File: config.mk
export PLATFORM = sky130hd
export DESIGN_NAME = sid_filter_ctrl
export DESIGN_NICKNAME = d
export VERILOG_FILES = /design/src/rtl/sid_filter_ctrl.sv
export SDC_FILE = /design/constraint.sdc
export NUM_CORES = 1
export LEC_CHECK = 0
export ABC_AREA = 1
export CAP_MARGIN = 20
export CELL_PAD_IN_SITES_DETAIL_PLACEMENT = 1
export CELL_PAD_IN_SITES_GLOBAL_PLACEMENT = 1
export CORE_UTILIZATION = 38
export CTS_CLUSTER_SIZE = 10
export DETAILED_ROUTE_END_ITERATION = 7
export HOLD_SLACK_MARGIN = 0.05
export PLACE_DENSITY = 0.86
export SYNTH_ARGS = -nofsm -noshare
export SYNTH_HDL_FRONTEND = slang
export SYNTH_SLANG_ARGS = --single-unit
File: constraint.sdc
create_clock -name clk -period 4.3 [get_ports clk]
set_input_delay 0.86 -clock clk [delete_from_list [all_inputs] [get_ports clk]]
set_output_delay 0.86 -clock clk [all_outputs]
set_load 0.1 [all_outputs]
File: src/rtl/sid_filter_ctrl.sv
// sid_filter_ctrl
//   Register-mapped controller for the SID state-variable filter datapath.
//   Byte writes update shadow registers only. On each sample tick the
//   shadow-derived q coefficient, mode enables and volume are committed
//   together. The f coefficient moves toward its target by at most SLEW_STEP
//   per tick, which suppresses zipper noise.
//
// Ports
//   clk, rst_n        system clock, asynchronous active-low reset
//   sample_tick       one-cycle pulse at the audio sample rate
//   wr_en/addr/data   register write port (addr 0..3)
//   f_coefficient     slew-limited f coefficient (two's complement)
//   q_coefficient     q coefficient (two's complement, 4096 = 1.0)
//   en_*              filter mode enables
//   volume            master volume
//   filter_ce         one-cycle filter clock-enable, aligned with coefficients
//   busy              high while f is ramping toward its target
//
// state | meaning
// IDLE  | f_coefficient equals the target of the last committed step
// RAMP  | f_coefficient still slewing toward its target
module sid_filter_ctrl #(
  parameter int FILTER_COEF_BDEPTH = 16,
  parameter int CUTOFF_BITS        = 11,
  parameter int F_MIN              = 30,
  parameter int F_SCALE            = 6,
  parameter int SLEW_STEP          = 64,
  parameter int Q_MAX              = 5792,
  parameter int Q_STEP             = 340
) (
  input  logic                                 clk,
  input  logic                                 rst_n,
  input  logic                                 sample_tick,
  input  logic                                 wr_en,
  input  logic [1:0]                           wr_addr,
  input  logic [7:0]                           wr_data,
  output logic signed [FILTER_COEF_BDEPTH-1:0] f_coefficient,
  output logic signed [FILTER_COEF_BDEPTH-1:0] q_coefficient,
  output logic                                 en_pass,
  output logic                                 en_lowpass,
  output logic                                 en_bandpass,
  output logic                                 en_highpass,
  output logic [3:0]                           volume,
  output logic                                 filter_ce,
  output logic                                 busy
);

  // Internal arithmetic is wide enough that cutoff*F_SCALE cannot wrap.
  localparam int CW = FILTER_COEF_BDEPTH + 4;
  localparam logic [CW-1:0] F_LIMIT = CW'((1 << (FILTER_COEF_BDEPTH - 1)) - 1);
  localparam logic [CW-1:0] SLEW_CW = CW'(SLEW_STEP);
  localparam logic [CW-1:0] QMAX_CW = CW'(Q_MAX);

  typedef enum logic {IDLE, RAMP} state_t;

  state_t state_q, state_d;

  logic [CUTOFF_BITS-1:0] cutoff;
  logic [3:0]             res;
  logic                   sh_lp, sh_bp, sh_hp, sh_pass;
  logic [3:0]             sh_vol;

  logic [CW-1:0] f_wide, f_target, f_cur, f_next;
  logic [CW-1:0] q_drop, q_diff;
  logic [FILTER_COEF_BDEPTH-1:0] q_target;

  // Shadow registers; a write coincident with a tick lands here after the
  // commit has already sampled the old values.
  always_ff @(posedge clk or negedge rst_n) begin
    if (!rst_n) begin
      cutoff  <= '0;
      res     <= '0;
      sh_lp   <= 1'b0;
      sh_bp   <= 1'b0;
      sh_hp   <= 1'b0;
      sh_pass <= 1'b0;
      sh_vol  <= '0;
    end else if (wr_en) begin
      case (wr_addr)
        2'd0: cutoff[2:0] <= wr_data[2:0];
        2'd1: cutoff[CUTOFF_BITS-1:3] <= wr_data[CUTOFF_BITS-4:0];
        2'd2: res <= wr_data[7:4];
        default: begin
          sh_lp   <= wr_data[4];
          sh_bp   <= wr_data[5];
          sh_hp   <= wr_data[6];
          sh_pass <= wr_data[7];
          sh_vol  <= wr_data[3:0];
        end
      endcase
    end
  end

  always_comb begin
    f_wide   = CW'(F_MIN) + CW'(cutoff) * CW'(F_SCALE);
    f_target = (f_wide > F_LIMIT) ? F_LIMIT : f_wide;

    q_drop   = CW'(res) * CW'(Q_STEP);
    q_diff   = (q_drop > QMAX_CW) ? '0 : (QMAX_CW - q_drop);
    q_target = q_diff[FILTER_COEF_BDEPTH-1:0];

    // f is never negative, so the unsigned view is exact.
    f_cur = CW'($unsigned(f_coefficient));
    if (f_target >= f_cur) begin
      f_next = ((f_target - f_cur) <= SLEW_CW) ? f_target : (f_cur + SLEW_CW);
    end else begin
      f_next = ((f_cur - f_target) <= SLEW_CW) ? f_target : (f_cur - SLEW_CW);
    end
  end

  always_ff @(posedge clk or negedge rst_n) begin
    if (!rst_n) begin
      f_coefficient <= FILTER_COEF_BDEPTH'(F_MIN);
      q_coefficient <= FILTER_COEF_BDEPTH'(Q_MAX);
      en_pass       <= 1'b0;
      en_lowpass    <= 1'b0;
      en_bandpass   <= 1'b0;
      en_highpass   <= 1'b0;
      volume        <= '0;
      filter_ce     <= 1'b0;
    end else begin
      filter_ce <= sample_tick;
      if (sample_tick) begin
        f_coefficient <= f_next[FILTER_COEF_BDEPTH-1:0];
        q_coefficient <= q_target;
        en_pass       <= sh_pass;
        en_lowpass    <= sh_lp;
        en_bandpass   <= sh_bp;
        en_highpass   <= sh_hp;
        volume        <= sh_vol;
      end
    end
  end

  always_ff @(posedge clk or negedge rst_n) begin
    if (!rst_n) state_q <= IDLE;
    else        state_q <= state_d;
  end

  // Both states resolve the same way on a tick, so a target change mid-ramp
  // simply redirects the next step with no restart delay.
  always_comb begin
    state_d = state_q;
    if (sample_tick) begin
      state_d = (f_next != f_target) ? RAMP : IDLE;
    end
  end

  assign busy = (state_q == RAMP);

endmodule

==> results.json, run 1 <==
{
  "ant_nets": 0,
  "drt-met1-wl_um": 12900,
  "maxUsedRoutingLayer": "met4",
  "dpl.hpwl_um": 19000,
  "final_core_util_pct": 57.9,
  "rsz0062_at_grt": "true",
  "slew_violations": 0,
  "die_area_mm2": 0.0176,
  "path_clk_slew_ns": 0.06,
  "vias_per_cell": 5.93,
  "place_area_mm2": 0.00799,
  "crit_type": "flop to flop",
  "wl_met3_um": 2310,
  "htreeDepth": 3,
  "stdcell_area_mm2": 0.00960,
  "outcome": "finished with violations",
  "cts_tree": "yes",
  "clock_sinks": 61,
  "clock_latency_ns": 0.35,
  "ys_ff_latch": 61,
  "finalSetupViolations": 17,
  "pre_cts_ws_ns": -0.922,
  "ios": 56,
  "violations": "setup timing",
  "grt_pass1_vias": 8825,
  "fin_skew_ns": 0.0122,
  "antenna_found_initial": 0,
  "end_kind": "flop",
  "holdCritPathClass": "flop to flop",
  "synth_edf_count": 0,
  "yosys_warnings": 0,
  "start_kind": "flop",
  "fp-row-count": 47,
  "die_x_um": 132,
  "port_buffers": 53,
  "synth_cell_type_count": 43,
  "final_cell_mix": "321 x nand2_1, 157 x inv_1, 115 x buf_4",
  "period_needed_ns": 5.03,
  "start_util_pct": 39.0,
  "numCtsBuffers": 9,
  "dr.first_iter.drc_count": 714,
  "slew_headroom_pct": 15.1,
  "fmax_ghz": 0.199,
  "yosysSeqAreaShare_pct": 23.8,
  "finalHoldViolCount": 0,
  "syn_area_per_cell_um2": 6.12,
  "crit_top_cell": "nand2_1",
  "cts.path.max_buffers": 2,
  "max_stage_delay_ns": 0.38,
  "gp_congestion": 0.902,
  "area_growth_pct": 48.4,
  "wl_um": 36000,
  "final.period_utilization_pct": 117,
  "grt_pass1_wl_um": 45500,
  "crit_fanout": 5,
  "die_h_um": 132,
  "syn_inst": 1057,
  "ff2ff_setup_slack_ns": -0.73,
  "synthFlopType": "dfrtp_1",
  "fin_ws_ns": -0.730,
  "gr-total-overflow": 0,
  "wl_per_cell_um": 24.6,
  "worstMarginPinSlew_ns": 1.26,
  "maxCapViolations": 0,
  "final_nets": 1301,
  "crit_slowest_cell": "dfrtp_1",
  "syn_area_mm2": 0.00647,
  "vias": 8663,
  "drive_above_1_share_pct": 30.5,
  "critPathArrivalTime_ns": 5.27,
  "route.detailed.drc": 0,
  "ctsRootBufferMaster": "clkbuf_16",
  "holdBufCountCts": 0,
  "antenna_cells": 0,
  "grt_max_degree": 26,
  "ys_async_sr_fraction_pct": 100,
  "grtUsageTotal_pct": 33.0,
  "core-area_mm2": 0.0166,
  "wl_met2_um": 17400,
  "firstDrtPassIters": 6,
  "cp.required_ns": 4.54,
  "final_common_cell": "nand2_1"
}
[critical path, delay by kind of cell (launching register included)]
family / cells / cell delay, ns
DFF: 1 / 0.38
and+or+nand+nor: 25 / 2.48
buffers and inverters: 11 / 1.08
adders and majority gates: 3 / 0.94
[synth_stat cells, types with 4 or more instances]
master	n	share of area (%)
o21ai_0	53	4.1
nand3b_1	4	0.46
nand3_1	103	8.0
buf_2	4	0.31
dfrtp_1	52	20
clkbuf_1	10	0.58
inv_1	164	9.5
nand2_1	392	23
o31ai_1	6	0.70
nor2_4	5	0.87
clkinv_1	5	0.29
ha_1	49	9.5
nor3_1	8	0.62
buf_4	5	0.58
xnor2_1	5	0.68
nand2_2	11	1.1
dfstp_2	9	3.7
nand3_2	5	0.77
a21oi_1	23	1.8
inv_2	5	0.29
nor2_2	6	0.58
xor2_1	24	3.2
nor2_1	57	3.3
nand4_1	22	2.1
[state kept, by name (all words and copies together), names as in the netlist]
name and count:
busy 1, f_coefficient 16, en_pass 1, en_bandpass 1, sh_vol 4, en_highpass 1
sh_hp 1, sh_lp 1, en_lowpass 1, res 4, sh_bp 1, volume 4
sh_pass 1, q_coefficient 12, cutoff 11, filter_ce 1
[metrics by stage]
stage / hold WS [ns] / TNS [ns] / cells
4_1_cts: 0.488 / -1.23 / 1445
3_3_place_gp: 0.461 / -5.04 / 1415
2_1_floorplan: 0.447 / 0 / 1058
3_5_place_dp: 0.467 / -11.02 / 1415
5_1_grt: 0.511 / -11.93 / 1460
6_report: 0.490 / -8.14 / 1460
[logic make-up after synthesis]
group / share of synthesized area, %
compound gates: 7.72
simple gates: 41.9
other cells: 0.0580
flops: 23.8
buf+inv: 12.2
fa+ha+maj: 10.4
xor+xnor: 3.93
[routing by layer]
layer,track usage (%),vias up
met5,0,-
li1,-,3673
met2,59.9,544
met3,4.44,268
met1,35.9,4178
met4,21.7,0
[path summary, 6_finish.rpt]
path | from | endpoint | cells after the start
setup / recovery | cutoff[1] | busy | 39
hold / removal | volume[3] | volume[3] | 2
setup reg to reg | cutoff[1] | busy | 39
hold reg to reg | volume[3] | volume[3] | 2
max in group asynchronous | rst_n | f_coefficient[1] | 2
min in group asynchronous | rst_n | f_coefficient[0] | 1
[timing repair]
action / CTS / global route
pin swaps: 38 / 67
hold endpoints to repair: 0 / 0
resized for setup: 110 / 160
cloned: 2 / 0
setup endpoints to repair: 17 / 17
setup buffers: 12 / 15
[layout make-up]
cell class                      count  area (um2)
Clock inverter                      7        51.3
Tap cell                          220         275
Fill cell                        2162        6980
Inverter                          174         662
Sequential cell                    61        1540
Multi-Input combinational cell    800        5170
Timing Repair Buffer              189        1680
Clock buffer                        9         225
Power of run 1 is not shown: default switching activity piles up to over one toggle a cycle in this logic, so the estimate is an artifact.
==> run 2: changes to the inputs <==
--- a/config.mk
+++ b/config.mk
@@ -9,6 +9,7 @@
 export CAP_MARGIN = 20
 export CELL_PAD_IN_SITES_DETAIL_PLACEMENT = 1
 export CELL_PAD_IN_SITES_GLOBAL_PLACEMENT = 1
+export CORE_MARGIN = 4
 export CORE_UTILIZATION = 38
 export CTS_CLUSTER_SIZE = 10
 export DETAILED_ROUTE_END_ITERATION = 7
==> run 2 against run 1 <==
The flow still finishes with violations (setup timing). Count of clock-buffer cells in the layout stayed put. Routed wire length is 2.2% higher. Final cell count is 0.62% lower. Sequential cell count stayed put. Cell area is 0.95% lower. Worst hold slack worse by 0.0020 ns. Non-clock buffer count is 8 lower. Maximum frequency is 0.31% higher. Critical path depth is 6 lower. Worst setup slack better by 0.015 ns. First-iteration DRC count is 22% higher. Die area is 9.3% higher. Critical path type unchanged.
==> results.json, run 2 (synthesis gave the netlist of run 1 again) <==
{
  "die_area_mm2": 0.0192,
  "drive_above_1_share_pct": 31.9,
  "regArea_mm2": 0.00154,
  "critPathArrivalTime_ns": 5.27,
  "outcome": "finished with violations",
  "die_h_um": 138,
  "worstMarginPinSlew_ns": 1.03,
  "route.detailed.drc": 0,
  "slew_violations": 0,
  "vias": 8884,
  "grt_pass1_wl_um": 45800,
  "slew_headroom_pct": 30.8,
  "crit_slowest_cell": "dfrtp_1",
  "die_x_um": 138,
  "clock_latency_ns": 0.37,
  "gp_congestion": 0.947,
  "final.period_utilization_pct": 117,
  "vias_per_cell": 6.12,
  "ant_nets": 0,
  "final_cell_mix": "310 x nand2_1, 147 x inv_1, 115 x buf_4",
  "max_stage_delay_ns": 0.38,
  "wl_um": 36800,
  "holdBufCountCts": 0,
  "hold_slack_ns": 0.488,
  "fin_skew_ns": 0.0125,
  "period_needed_ns": 5.01,
  "rsz0062_at_grt": "true",
  "port_buffers": 53,
  "cts.path.max_buffers": 2,
  "grtUsageTotal_pct": 29.6,
  "ios": 56,
  "clock_sinks": 61,
  "largestRegisters": "f_coefficient x16, q_coefficient x12, cutoff x11",
  "final_common_cell": "nand2_1",
  "largest-register": "f_coefficient",
  "worstHoldPathCells": 2,
  "holdCritPathClass": "flop to flop",
  "start_util_pct": 38.9,
  "fill_cells": 2110,
  "cp.required_ns": 4.56,
  "final_nets": 1292,
  "antenna_found_initial": 0,
  "crit_fanout": 11,
  "core-area_mm2": 0.0166,
  "finalSetupViolations": 17,
  "finalHoldViolCount": 0,
  "gr-total-overflow": 0,
  "fmax_ghz": 0.199,
  "dr.first_iter.drc_count": 871,
  "violations": "setup timing",
  "firstDrtPassIters": 6,
  "ctsRootBufferMaster": "clkbuf_16",
  "largest_reg_flops": 16,
  "area_growth_pct": 47.0,
  "numCtsBuffers": 9,
  "crit_top_cell": "nand2_2",
  "path_clk_slew_ns": 0.07,
  "start_kind": "flop",
  "cts_tree": "yes",
  "antenna_cells": 0,
  "wl_per_cell_um": 25.3,
  "grt_pass1_vias": 8626,
  "reg2reg_depth": 33,
  "fp-row-count": 47,
  "multi_input_area_mm2": 0.00520,
  "maxCapViolations": 0,
  "fin_ws_ns": -0.715,
  "htreeDepth": 3,
  "fin_setup_tns_ns": -7.66,
  "crit_type": "flop to flop",
  "dpl.hpwl_um": 18800,
  "grt_max_degree": 41,
  "end_kind": "flop"
}
==> run 2: cell count changes in the layout (fill, tap and decap cells not counted), moves of 4 or more <==
cell / delta
nand2_1: -11
inv_1: -10
inv_2: +8
nand2_2: +12
buf_6: -5
nand2_8: -4
==> run 2: worst max-delay path, delay by kind of cell (launching register included) <==
kind	cells	cell delay, ns
DFF	1	0.38
buffers and inverters	5	0.61
AOI/OAI and AO/OA	3	0.56
xor gates and xnor gates	1	0.22
adders and majority gates	3	0.79
and+or+nand+nor	21	2.30
==> run 2: final timing paths <==
check                             from                 to  slack, ns
setup reg to reg             cutoff[1]               busy      -0.71
setup / recovery             cutoff[1]               busy      -0.71
hold / removal             en_highpass        en_highpass       0.49
hold reg to reg            en_highpass        en_highpass       0.49
max in group asynchronous        rst_n   f_coefficient[2]       2.69
min in group asynchronous        rst_n  f_coefficient[15]       0.63
==> run 2: cell type report <==
cell class | count | area share (%)
Timing Repair Buffer | 181 | 16.3
Clock buffer | 9 | 2.37
Clock inverter | 7 | 0.539
Tap cell | 220 | 2.89
Sequential cell | 61 | 16.2
Multi-Input combinational cell | 799 | 54.7
Inverter | 174 | 7.01
==> run 2: stage by stage <==
stage | setup slack [ns] | std cells | util, % | instance area (um2)
finish | -0.715 | 1451 | 57.1 | 9510
global route | -0.804 | 1451 | 57.1 | 9510
CTS | -0.107 | 1439 | 52.3 | 8700
detailed placement | -0.599 | 1410 | 47.6 | 7920
global placement | -0.297 | 1410 | 47.6 | 7920
floorplan | 0.0746 | 1058 | - | 6470
==> run 2: timing repair <==
action	in CTS	in global routing
gates resized for setup	108	177
buffers inserted	13	13
pin swaps	42	78
endpoints found under the setup margin	17	17
==> run 2: layer usage <==
| layer | vias to the layer above | GRT usage, % | part of all wire, % |
|---|---|---|---|
| met1 | 4334 | 32.7 | 35 |
| met5 | - | 0 | 0 |
| met2 | 612 | 52.5 | 48 |
| met4 | 0 | 18.9 | 9.4 |
| li1 | 3644 | - | - |
| met3 | 294 | 5.01 | 7.3 |
Power of run 2 is left out for the same reason.
